**config.mk**
```make
export PLATFORM = sky130hd
export DESIGN_NAME = mips_bus_core_flat
export DESIGN_NICKNAME = d
export VERILOG_FILES = /design/src/rtl/mips_bus_if.sv /design/src/rtl/mips_bus_core.sv /design/src/flat_wrapper.sv
export SDC_FILE = /design/constraint.sdc
export NUM_CORES = 2
export LEC_CHECK = 0
export CAP_MARGIN = 10
export CORE_ASPECT_RATIO = 1.5
export CORE_MARGIN = 5
export CORE_UTILIZATION = 51
export CTS_CLUSTER_SIZE = 8
export DETAILED_ROUTE_END_ITERATION = 10
export GPL_TIMING_DRIVEN = 0
export PLACE_DENSITY_LB_ADDON = 0.08
export SYNTH_ARGS = -nofsm -noshare
export SYNTH_HDL_FRONTEND = slang
export SYNTH_SLANG_ARGS = --single-unit
```
**constraint.sdc**
```tcl
create_clock -name clk -period 10.3 [get_ports clk]
set_input_delay 1.545 -clock clk [delete_from_list [all_inputs] [get_ports clk]]
set_output_delay 1.545 -clock clk [all_outputs]
set_load 0.05 [all_outputs]
```
**src/rtl/mips_bus_if.sv**
```systemverilog
// Shared Avalon-style memory bus between the CPU (master) and memory (slave).
// One bus carries both instruction fetches and data accesses.
interface mips_bus_if;
  logic [31:0] address;
  logic        write;
  logic        read;
  logic        waitrequest;
  logic [31:0] writedata;
  logic [3:0]  byteenable;
  logic [31:0] readdata;

  modport master (
    output address, write, read, writedata, byteenable,
    input  waitrequest, readdata
  );

  modport slave (
    input  address, write, read, writedata, byteenable,
    output waitrequest, readdata
  );
endinterface

```
**src/rtl/mips_bus_core.sv**
```systemverilog
// Multicycle MIPS-I subset CPU on a single shared memory bus, with branch delay slots.
// Execution halts when the program transfers control to address 0.
module mips_bus_core (
  input  logic        clk,
  input  logic        reset,
  output logic        active,
  output logic [31:0] register_v0,
  mips_bus_if.master  bus
);

  typedef enum logic [2:0] {
    S_FETCH  = 3'd0,
    S_EXEC   = 3'd1,
    S_MEM    = 3'd2,
    S_WB     = 3'd3,
    S_HALTED = 3'd4
  } state_t;

  localparam logic [31:0] RESET_VECTOR = 32'hBFC0_0000;

  state_t      state_r, state_n;
  logic [31:0] pc_r, pc_n;
  logic [31:0] npc_r, npc_n;
  logic [31:0] ir_r, ir_n;
  logic [1:0]  ea_lo_r, ea_lo_n;
  logic [31:0] address_r, address_n;
  logic        read_r, read_n;
  logic        write_r, write_n;
  logic [31:0] writedata_r, writedata_n;
  logic [3:0]  byteenable_r, byteenable_n;
  logic        active_r, active_n;
  logic [31:0] gpr_r [0:31];

  // The instruction sits on readdata during EXEC and in IR afterwards.
  logic [31:0] instr_s;
  logic [5:0]  op_s, funct_s;
  logic [4:0]  rs_s, rt_s, rd_s, shamt_s;
  logic [15:0] imm_s;
  logic [31:0] rs_val_s, rt_val_s, simm_s, zimm_s;
  logic [31:0] pc_plus4_s, link_s, branch_target_s, jump_target_s, ea_s;

  assign instr_s         = (state_r == S_EXEC) ? bus.readdata : ir_r;
  assign op_s            = instr_s[31:26];
  assign rs_s            = instr_s[25:21];
  assign rt_s            = instr_s[20:16];
  assign rd_s            = instr_s[15:11];
  assign shamt_s         = instr_s[10:6];
  assign funct_s         = instr_s[5:0];
  assign imm_s           = instr_s[15:0];
  assign rs_val_s        = gpr_r[rs_s];
  assign rt_val_s        = gpr_r[rt_s];
  assign simm_s          = {{16{imm_s[15]}}, imm_s};
  assign zimm_s          = {16'd0, imm_s};
  assign pc_plus4_s      = pc_r + 32'd4;
  assign link_s          = pc_r + 32'd8;
  assign branch_target_s = pc_plus4_s + {simm_s[29:0], 2'b00};
  assign jump_target_s   = {pc_plus4_s[31:28], instr_s[25:0], 2'b00};
  assign ea_s            = rs_val_s + simm_s;

  assign bus.address    = address_r;
  assign bus.read       = read_r;
  assign bus.write      = write_r;
  assign bus.writedata  = writedata_r;
  assign bus.byteenable = byteenable_r;
  assign active         = active_r;
  assign register_v0    = gpr_r[2];

  logic        exec_wb_en_s;
  logic [4:0]  exec_wb_addr_s;
  logic [31:0] exec_result_s;
  logic        taken_s;
  logic [31:0] target_s;
  logic        is_load_s, is_store_s;

  // Decode and execute the instruction presented in EXEC.
  always_comb begin
    exec_wb_en_s   = 1'b0;
    exec_wb_addr_s = rd_s;
    exec_result_s  = 32'd0;
    taken_s        = 1'b0;
    target_s       = branch_target_s;
    is_load_s      = 1'b0;
    is_store_s     = 1'b0;
    case (op_s)
      6'h00: begin
        exec_wb_en_s = 1'b1;
        case (funct_s)
          6'h00: exec_result_s = rt_val_s << shamt_s;
          6'h02: exec_result_s = rt_val_s >> shamt_s;
          6'h03: exec_result_s = 32'($signed(rt_val_s) >>> shamt_s);
          6'h04: exec_result_s = rt_val_s << rs_val_s[4:0];
          6'h06: exec_result_s = rt_val_s >> rs_val_s[4:0];
          6'h07: exec_result_s = 32'($signed(rt_val_s) >>> rs_val_s[4:0]);
          6'h08: begin
            exec_wb_en_s = 1'b0;
            taken_s      = 1'b1;
            target_s     = rs_val_s;
          end
          6'h09: begin
            taken_s       = 1'b1;
            target_s      = rs_val_s;
            exec_result_s = link_s;
          end
          6'h21: exec_result_s = rs_val_s + rt_val_s;
          6'h23: exec_result_s = rs_val_s - rt_val_s;
          6'h24: exec_result_s = rs_val_s & rt_val_s;
          6'h25: exec_result_s = rs_val_s | rt_val_s;
          6'h26: exec_result_s = rs_val_s ^ rt_val_s;
          6'h2A: exec_result_s = {31'd0, $signed(rs_val_s) < $signed(rt_val_s)};
          6'h2B: exec_result_s = {31'd0, rs_val_s < rt_val_s};
          default: exec_wb_en_s = 1'b0;
        endcase
      end
      6'h01: begin
        case (rt_s)
          5'h00:   taken_s = rs_val_s[31];
          5'h01:   taken_s = ~rs_val_s[31];
          default: taken_s = 1'b0;
        endcase
      end
      6'h02: begin
        taken_s  = 1'b1;
        target_s = jump_target_s;
      end
      6'h03: begin
        taken_s        = 1'b1;
        target_s       = jump_target_s;
        exec_wb_en_s   = 1'b1;
        exec_wb_addr_s = 5'd31;
        exec_result_s  = link_s;
      end
      6'h04: taken_s = (rs_val_s == rt_val_s);
      6'h05: taken_s = (rs_val_s != rt_val_s);
      6'h06: taken_s = rs_val_s[31] | (rs_val_s == 32'd0);
      6'h07: taken_s = ~rs_val_s[31] & (rs_val_s != 32'd0);
      6'h09, 6'h0A, 6'h0B, 6'h0C, 6'h0D, 6'h0E, 6'h0F: begin
        exec_wb_en_s   = 1'b1;
        exec_wb_addr_s = rt_s;
        case (op_s)
          6'h09:   exec_result_s = rs_val_s + simm_s;
          6'h0A:   exec_result_s = {31'd0, $signed(rs_val_s) < $signed(simm_s)};
          6'h0B:   exec_result_s = {31'd0, rs_val_s < simm_s};
          6'h0C:   exec_result_s = rs_val_s & zimm_s;
          6'h0D:   exec_result_s = rs_val_s | zimm_s;
          6'h0E:   exec_result_s = rs_val_s ^ zimm_s;
          default: exec_result_s = {imm_s, 16'd0};
        endcase
      end
      6'h20, 6'h21, 6'h23, 6'h24, 6'h25: is_load_s  = 1'b1;
      6'h28, 6'h29, 6'h2B:               is_store_s = 1'b1;
      default: exec_wb_en_s = 1'b0;
    endcase
  end

  logic [31:0] store_data_s;
  logic [3:0]  store_be_s;

  // Replicate sub-word store data across lanes and pick the lane enables.
  always_comb begin
    store_data_s = rt_val_s;
    store_be_s   = 4'hF;
    case (op_s[1:0])
      2'b00: begin
        store_data_s = {4{rt_val_s[7:0]}};
        store_be_s   = 4'b0001 << ea_s[1:0];
      end
      2'b01: begin
        store_data_s = {2{rt_val_s[15:0]}};
        store_be_s   = ea_s[1] ? 4'hC : 4'h3;
      end
      default: begin
        store_data_s = rt_val_s;
        store_be_s   = 4'hF;
      end
    endcase
  end

  logic [7:0]  load_byte_s;
  logic [15:0] load_half_s;
  logic [31:0] load_data_s;

  // Select and extend the addressed lane(s) of returned load data.
  always_comb begin
    case (ea_lo_r)
      2'd0:    load_byte_s = bus.readdata[7:0];
      2'd1:    load_byte_s = bus.readdata[15:8];
      2'd2:    load_byte_s = bus.readdata[23:16];
      default: load_byte_s = bus.readdata[31:24];
    endcase
    load_half_s = ea_lo_r[1] ? bus.readdata[31:16] : bus.readdata[15:0];
    case (op_s)
      6'h20:   load_data_s = {{24{load_byte_s[7]}}, load_byte_s};
      6'h24:   load_data_s = {24'd0, load_byte_s};
      6'h21:   load_data_s = {{16{load_half_s[15]}}, load_half_s};
      6'h25:   load_data_s = {16'd0, load_half_s};
      default: load_data_s = bus.readdata;
    endcase
  end

  logic        wb_en_s;
  logic [4:0]  wb_addr_s;
  logic [31:0] wb_data_s;
  logic [31:0] resume_pc_s;

  // Next-state, bus request and writeback selection.
  always_comb begin
    state_n      = state_r;
    pc_n         = pc_r;
    npc_n        = npc_r;
    ir_n         = ir_r;
    ea_lo_n      = ea_lo_r;
    address_n    = address_r;
    read_n       = read_r;
    write_n      = write_r;
    writedata_n  = writedata_r;
    byteenable_n = byteenable_r;
    active_n     = active_r;
    wb_en_s      = 1'b0;
    wb_addr_s    = 5'd0;
    wb_data_s    = 32'd0;
    resume_pc_s  = pc_r;
    case (state_r)
      S_FETCH: begin
        if (read_r && !bus.waitrequest) begin
          state_n = S_EXEC;
          read_n  = 1'b0;
        end else begin
          read_n       = 1'b1;
          address_n    = pc_r;
          byteenable_n = 4'hF;
        end
      end
      S_EXEC: begin
        ir_n      = bus.readdata;
        pc_n      = npc_r;
        npc_n     = taken_s ? target_s : npc_r + 32'd4;
        wb_en_s   = exec_wb_en_s;
        wb_addr_s = exec_wb_addr_s;
        wb_data_s = exec_result_s;
        if (is_load_s || is_store_s) begin
          state_n      = S_MEM;
          ea_lo_n      = ea_s[1:0];
          address_n    = {ea_s[31:2], 2'b00};
          read_n       = is_load_s;
          write_n      = is_store_s;
          writedata_n  = store_data_s;
          byteenable_n = is_store_s ? store_be_s : 4'hF;
        end else begin
          resume_pc_s = npc_r;
          state_n     = S_FETCH;
        end
      end
      S_MEM: begin
        if (!bus.waitrequest) begin
          read_n  = 1'b0;
          write_n = 1'b0;
          state_n = read_r ? S_WB : S_FETCH;
        end else begin
          state_n = S_MEM;
        end
      end
      S_WB: begin
        wb_en_s   = 1'b1;
        wb_addr_s = rt_s;
        wb_data_s = load_data_s;
        state_n   = S_FETCH;
      end
      S_HALTED: begin
        active_n = 1'b0;
        read_n   = 1'b0;
        write_n  = 1'b0;
      end
      default: state_n = S_HALTED;
    endcase

    // Every return to FETCH checks for the halt address first.
    if (state_n == S_FETCH && state_r != S_FETCH) begin
      if (resume_pc_s == 32'd0) begin
        state_n  = S_HALTED;
        active_n = 1'b0;
        read_n   = 1'b0;
        write_n  = 1'b0;
      end else begin
        read_n       = 1'b1;
        write_n      = 1'b0;
        address_n    = resume_pc_s;
        byteenable_n = 4'hF;
      end
    end else begin
      active_n = active_n;
    end
  end

  // Control and bus output registers.
  always_ff @(posedge clk) begin
    if (reset) begin
      state_r      <= S_FETCH;
      pc_r         <= RESET_VECTOR;
      npc_r        <= RESET_VECTOR + 32'd4;
      ir_r         <= 32'd0;
      ea_lo_r      <= 2'd0;
      address_r    <= RESET_VECTOR;
      read_r       <= 1'b0;
      write_r      <= 1'b0;
      writedata_r  <= 32'd0;
      byteenable_r <= 4'hF;
      active_r     <= 1'b1;
    end else begin
      state_r      <= state_n;
      pc_r         <= pc_n;
      npc_r        <= npc_n;
      ir_r         <= ir_n;
      ea_lo_r      <= ea_lo_n;
      address_r    <= address_n;
      read_r       <= read_n;
      write_r      <= write_n;
      writedata_r  <= writedata_n;
      byteenable_r <= byteenable_n;
      active_r     <= active_n;
    end
  end

  // Register file; $0 is never written so it always reads zero.
  always_ff @(posedge clk) begin
    if (reset) begin
      for (int i = 0; i < 32; i++) begin
        gpr_r[i] <= 32'd0;
      end
    end else if (wb_en_s && (wb_addr_s != 5'd0)) begin
      gpr_r[wb_addr_s] <= wb_data_s;
    end else begin
      gpr_r[0] <= 32'd0;
    end
  end

endmodule

```
**src/flat_wrapper.sv**
```systemverilog
// flat-port wrapper written by rule: the top's interface ports become plain ports
module mips_bus_core_flat 
  (clk, reset, active, register_v0, bus_address, bus_write, bus_read, bus_writedata, bus_byteenable, bus_waitrequest, bus_readdata);
  mips_bus_if bus_i ();
  input  logic clk;
  input  logic reset;
  output logic active;
  output logic [31:0] register_v0;
  output wire logic [$bits(bus_i.address)-1:0] bus_address;
  output wire logic [$bits(bus_i.write)-1:0] bus_write;
  output wire logic [$bits(bus_i.read)-1:0] bus_read;
  output wire logic [$bits(bus_i.writedata)-1:0] bus_writedata;
  output wire logic [$bits(bus_i.byteenable)-1:0] bus_byteenable;
  input wire logic [$bits(bus_i.waitrequest)-1:0] bus_waitrequest;
  input wire logic [$bits(bus_i.readdata)-1:0] bus_readdata;
  assign bus_address = bus_i.address;
  assign bus_write = bus_i.write;
  assign bus_read = bus_i.read;
  assign bus_writedata = bus_i.writedata;
  assign bus_byteenable = bus_i.byteenable;
  assign bus_i.waitrequest = bus_waitrequest;
  assign bus_i.readdata = bus_readdata;
  mips_bus_core u_core (.clk(clk), .reset(reset), .active(active), .register_v0(register_v0), .bus(bus_i));
endmodule
```
==> results.py, run 1 <==
metrics = {
    "status": {
        "status": "stopped before the end",
        "haltStage": "global routing (5_1_grt)",
        "error": "[ERROR GRT-0116] Global routing finished with congestion. Check the congestion regions in the DRC Viewer.",
    },
    "die": {
        "ios": 138,
        "rows": 179,
        "fp.dieH_um": 497.5,
        "die_w_um": 335.0,
        "initial_core_util_pct": 51.11,
    },
    "global_routing": {
        "grt_pass1_wl_um": 951800,
        "overflow": 2390,
        "grt_pass1_vias": 98530,
        "grt_max_degree": 32,
        "track_usage_pct": 78.60,
    },
    "synth": {
        "synth_area_leaders": "edfxtp_1 38%, mux2i_1 11%, nor2_1 6.2%",
        "synth-seq-cells": 1196,
        "synth_top_area_share_pct": 38.05,
        "avgSynthCellArea_um2": 9.548,
        "seq_area_frac_synth_pct": 42.31,
        "netlist_area_um2": 80810,
        "ys_top_cells_by_count": "1336 x nor2_1, 1058 x nand2_1, 1024 x edfxtp_1",
        "postSynthCellCount": 8463,
        "yosysUniqueCellTypes": 106,
        "synthArstFlopShare_pct": 0,
        "synth_most_common_cell": "nor2_1",
        "ys_warn_count": 0,
        "synth_top_area_cell": "edfxtp_1",
        "synth_edf_count": 1024,
        "synth_top_flop_cell": "edfxtp_1",
    },
    "clocking": {
        "cts_sinks": 1196,
        "h-tree-depth": 4,
        "numCtsBuffers": 168,
        "cts-root-buf": "clkbuf_16",
        "clock_path_buffers": 3,
    },
    "place": {
        "place_congestion": 1.275,
        "pre_cts_ws_ps": -4096,
        "portBuffers": 137,
        "dp_hpwl_um": 426900,
    },
}
==> repair_timing <==
item	4_1_cts
pin swaps	20
hold buffers	0
setup buffers	35
resized for setup	262
endpoints found under the setup margin	1028
hold endpoints to repair	0
==> cell families after synthesis <==
| group | count (synthesis) | share of synthesized area [%] |
|---|---|---|
| simple gates | 3178 | 16.90 |
| fa+ha+maj | 219 | 3.428 |
| buf+inv | 985 | 5.295 |
| other cells | 1 | 0.004641 |
| xor+xnor | 137 | 1.485 |
| mux | 1090 | 15.94 |
| flops | 1196 | 42.31 |
| compound gates | 1657 | 14.63 |
==> layer usage <==
layer	global-route usage [%]	overflow
met5	32.38	10
met4	80.47	833
met3	63.59	49
met2	94.71	1468
met1	77.46	30
==> metrics by stage <==
step | cell area [um2] | cells | util, % | hold slack (ps)
floorplan | 80930 | 8494 | - | 444.5
global placement | 84900 | 10710 | 53.69 | 440.1
detailed placement | 87270 | 10840 | 55.19 | 445.8
CTS | 93280 | 11080 | 58.99 | 450.4
==> run 2: changes to the inputs <==
- CORE_ASPECT_RATIO: 1.5 -> default
- CORE_UTILIZATION: 51 -> 36
- CTS_CLUSTER_SIZE: 8 -> default
- PLACE_DENSITY_LB_ADDON: 0.08 -> 0.15
==> run 2 against run 1 <==
The flow now finishes, with violations (max-capacitance violations, max-slew violations, negative setup slack). Synthesized cell count did not move. Synthesized area did not move.
==> results.py, run 2 <==
metrics = {
    "global_routing": {
        "use_met1_pct": 57.80,
        "grt_max_degree": 33,
        "overflow": 0,
        "grt_pass1_vias": 78650,
        "antenna_found_initial": 65,
        "grtUsageMet3_pct": 20.95,
        "top_usage_layer": "met2",
        "grt_pass1_wl_um": 801100,
        "track_usage_pct": 51.59,
        "met2_usage_pct": 71.97,
    },
    "layout": {
        "final_cell_mix": "1320 x nor2_1, 1024 x edfxtp_1, 1021 x nand2_1",
        "syn_to_final_growth_pct": 18.35,
        "drive_gt1_share_pct": 13.99,
        "multi_input_area_um2": 43680,
        "finalNonFillerCells": 12120,
        "fillerInstances": 22000,
        "regArea_um2": 34190,
        "final_common_cell": "nor2_1",
        "regMostFlops": "u_core.gpr_r",
        "nets": 9216,
        "largest_reg_flops": 1024,
    },
    "worst_setup_path": {
        "crit_buf_inv": 7,
        "path_cells": "clkdlybuf4s50_1 > clkbuf_1 > a31o_2 > clkbuf_2 > nand2_1 > o22ai_2 > nor4_2 > buf_6 > buf_4 > ha_1 > or4_1 > nor4_1 > nor3_1 > a21o_1 > o21ai_1 > xor2_2 > o2111ai_2 > or4_1 > o211ai_1 > buf_8 > buf_2 > nor2_1",
        "r2r_setup_slack_ps": -420,
        "path_max_fanout": 10,
        "r2r-start": "u_core.state_r[2]",
        "cp-end-kind": "flop",
        "r2r-end": "u_core.gpr_r[17][7]",
        "critPathKind": "input pin to flop",
        "crit_family": "buffers and inverters",
        "reg2regPathDepth": 29,
        "cpMaxStageDelayCell": "nand2_1",
        "startpoint_type": "input pin",
        "arrival_ps": 11310,
        "cpMostUsedCell": "or4_1",
        "critical_path.max_stage_delay_ps": 940,
        "worstPathRequired_ps": 10880,
    },
    "sta": {
        "fin_ws_ps": -435.2,
        "fin_skew_ps": 74.39,
        "fin_crit_sh_pct": 104.2,
        "fmax_mhz": 93.15,
        "drv_slew": 18,
        "setup_viol": 644,
        "worstMarginPinSlew_ps": 1502,
        "slew_headroom_pct": -0.7217,
        "hold_viol_final": 0,
        "period_needed_ps": 10740,
    },
    "clocking": {
        "clk_transition_reported_paths_ps": 60,
        "cts-root-buf": "clkbuf_16",
        "cts_tree": "done",
        "cts_sinks": 1196,
        "h-tree-depth": 4,
        "clk_latency_ps": 900,
        "clock_path_buffers": 3,
        "numCtsBuffers": 148,
    },
    "synth": {
        "ys_top_cells_by_count": "1336 x nor2_1, 1058 x nand2_1, 1024 x edfxtp_1",
        "synth_area_leaders": "edfxtp_1 38%, mux2i_1 11%, nor2_1 6.2%",
        "synthArstFlopShare_pct": 0,
        "avgSynthCellArea_um2": 9.548,
        "synth_top_area_share_pct": 38.05,
        "ys_warn_count": 0,
        "yosysUniqueCellTypes": 106,
        "seq_area_frac_synth_pct": 42.31,
        "synth-seq-cells": 1196,
        "synth_top_flop_cell": "edfxtp_1",
        "netlist_area_um2": 80810,
        "postSynthCellCount": 8463,
        "synth_most_common_cell": "nor2_1",
        "synth_edf_count": 1024,
        "synth_top_area_cell": "edfxtp_1",
    },
    "status": {
        "status": "finished with violations",
        "violations": "max-capacitance violations, max-slew violations, negative setup slack",
    },
    "die": {
        "fp.dieH_um": 483.8,
        "die_area_um2": 234000,
        "coreArea_um2": 224000,
        "initial_core_util_pct": 36.07,
        "die_w_um": 483.8,
        "ios": 138,
        "rows": 174,
    },
    "place": {
        "placed_cells": 11760,
        "place_congestion": 1.130,
        "dp_hpwl_um": 470400,
        "pre_cts_ws_ps": -4627,
        "portBuffers": 137,
    },
    "hold_path": {
        "min_path_cells": 2,
        "hold_path_end": "u_core.bus.writedata[12]",
        "hold_start": "u_core.bus.writedata[12]",
        "hold_path_class": "flop to flop",
    },
    "flow_run": {
        "timing.max_cap.violations": 3,
    },
    "drt": {
        "routedWlPerCell_um": 52.01,
        "drt-pass1-iter-count": 8,
        "via_per_inst": 7.132,
        "drc_errors": 0,
        "drt_wl_total_um": 630300,
        "vias": 86430,
        "drt_iter0_markers": 16870,
        "ant_nets": 0,
    },
    "pwr": {
        "power.static_leakage_uw": 0.03340,
        "power.density_nw_per_um2": 167.7,
        "peakVddDrop_uv": 196.0,
    },
}
-- run 2: kinds of logic (layout without fill, tap and decap cells) --
group | Yosys count | after routing | synth area share, %
AND/OR/NAND/NOR | 3178 | 3178 | 16.90
other | 1 | 75 | 0.004641
buffers and inverters | 985 | 1575 | 5.295
XOR/XNOR | 137 | 137 | 1.485
adder cells (fa/ha/maj) | 219 | 219 | 3.428
multiplexers | 1090 | 1090 | 15.94
flip-flops | 1196 | 1196 | 42.31
AO/OA/AOI/OAI | 1657 | 1657 | 14.63
-- run 2: how the worst max path moves through the flow --
stage,start,endpoint,slack (ps),depth (start not counted)
finish,bus_readdata[25],u_core.gpr_r[3][25],-440,22
floorplan,bus_readdata[16],u_core.gpr_r[17][28],2240,29
CTS,bus_readdata[21],u_core.gpr_r[24][0],10,31
global route,bus_readdata[16],u_core.gpr_r[4][25],-20,29
detailed placement,bus_readdata[21],u_core.gpr_r[16][31],-4630,25
global placement,bus_readdata[21],u_core.gpr_r[4][22],-8640,24
-- run 2: worst register-to-register path: cells and delay by family (launching register included) --
kind | cells | cell delay, ps
AO/OA/AOI/OAI | 9 | 3910
buffers and inverters | 10 | 3440
AND/OR/NAND/NOR | 8 | 2100
multiplexers | 1 | 410
flip-flops | 1 | 300
adder cells (fa/ha/maj) | 1 | 290
-- run 2: routing by layer --
metal | part of all wire [%] | vias to the layer above
li1 | - | 32310
met1 | 33 | 42870
met2 | 40 | 8427
met3 | 13 | 2784
met4 | 13 | 40
met5 | 0.069 | -
-- run 2: final cells by class --
class / instances / area share (%)
repair buffers: 328 / 4.450
plain buffers: 751 / 4.196
inverters: 224 / 0.8844
multi-input cells: 6313 / 45.68
clock inverters: 85 / 0.9328
well taps: 2992 / 3.914
clock buffers: 187 / 4.079
diodes: 43 / 0.1125
flip-flops and latches: 1196 / 35.75
-- run 2: where the power goes --
part	internal, uW	leakage [uW]	switching [uW]
registers	5410	0.0119	126
logic	1360	0.0191	3750
clock network	2920	0.00231	2470
total	9690	0.0334	6340
-- run 2: per-stage QoR --
| stage | instance area (um2) | total power [uW] | hold WS (ps) | utilization (%) | setup TNS [ps] |
|---|---|---|---|---|---|
| 5_1_grt | 95540 | 16090 | 472.7 | 42.65 | -37.42 |
| 2_1_floorplan | 80930 | 7828 | 444.5 | - | 0 |
| 3_5_place_dp | 88870 | 10230 | 450.8 | 39.67 | -3676460 |
| 3_3_place_gp | 86040 | 10090 | 441.2 | 38.41 | -8754230 |
| 4_1_cts | 95040 | 15580 | 458.2 | 42.42 | 0 |
| 6_report | 95640 | 16040 | 457.0 | 42.69 | -103820 |
-- run 2: what timing repair did --
item                                    4_1_cts  5_1_grt
hold buffers                                  0        0
pin swaps                                    28        8
endpoints found under the setup margin     1173      828
gates resized for setup                     278       87
buffers inserted                             38       10
No activity file was read; power rests on OpenSTA's default activity.
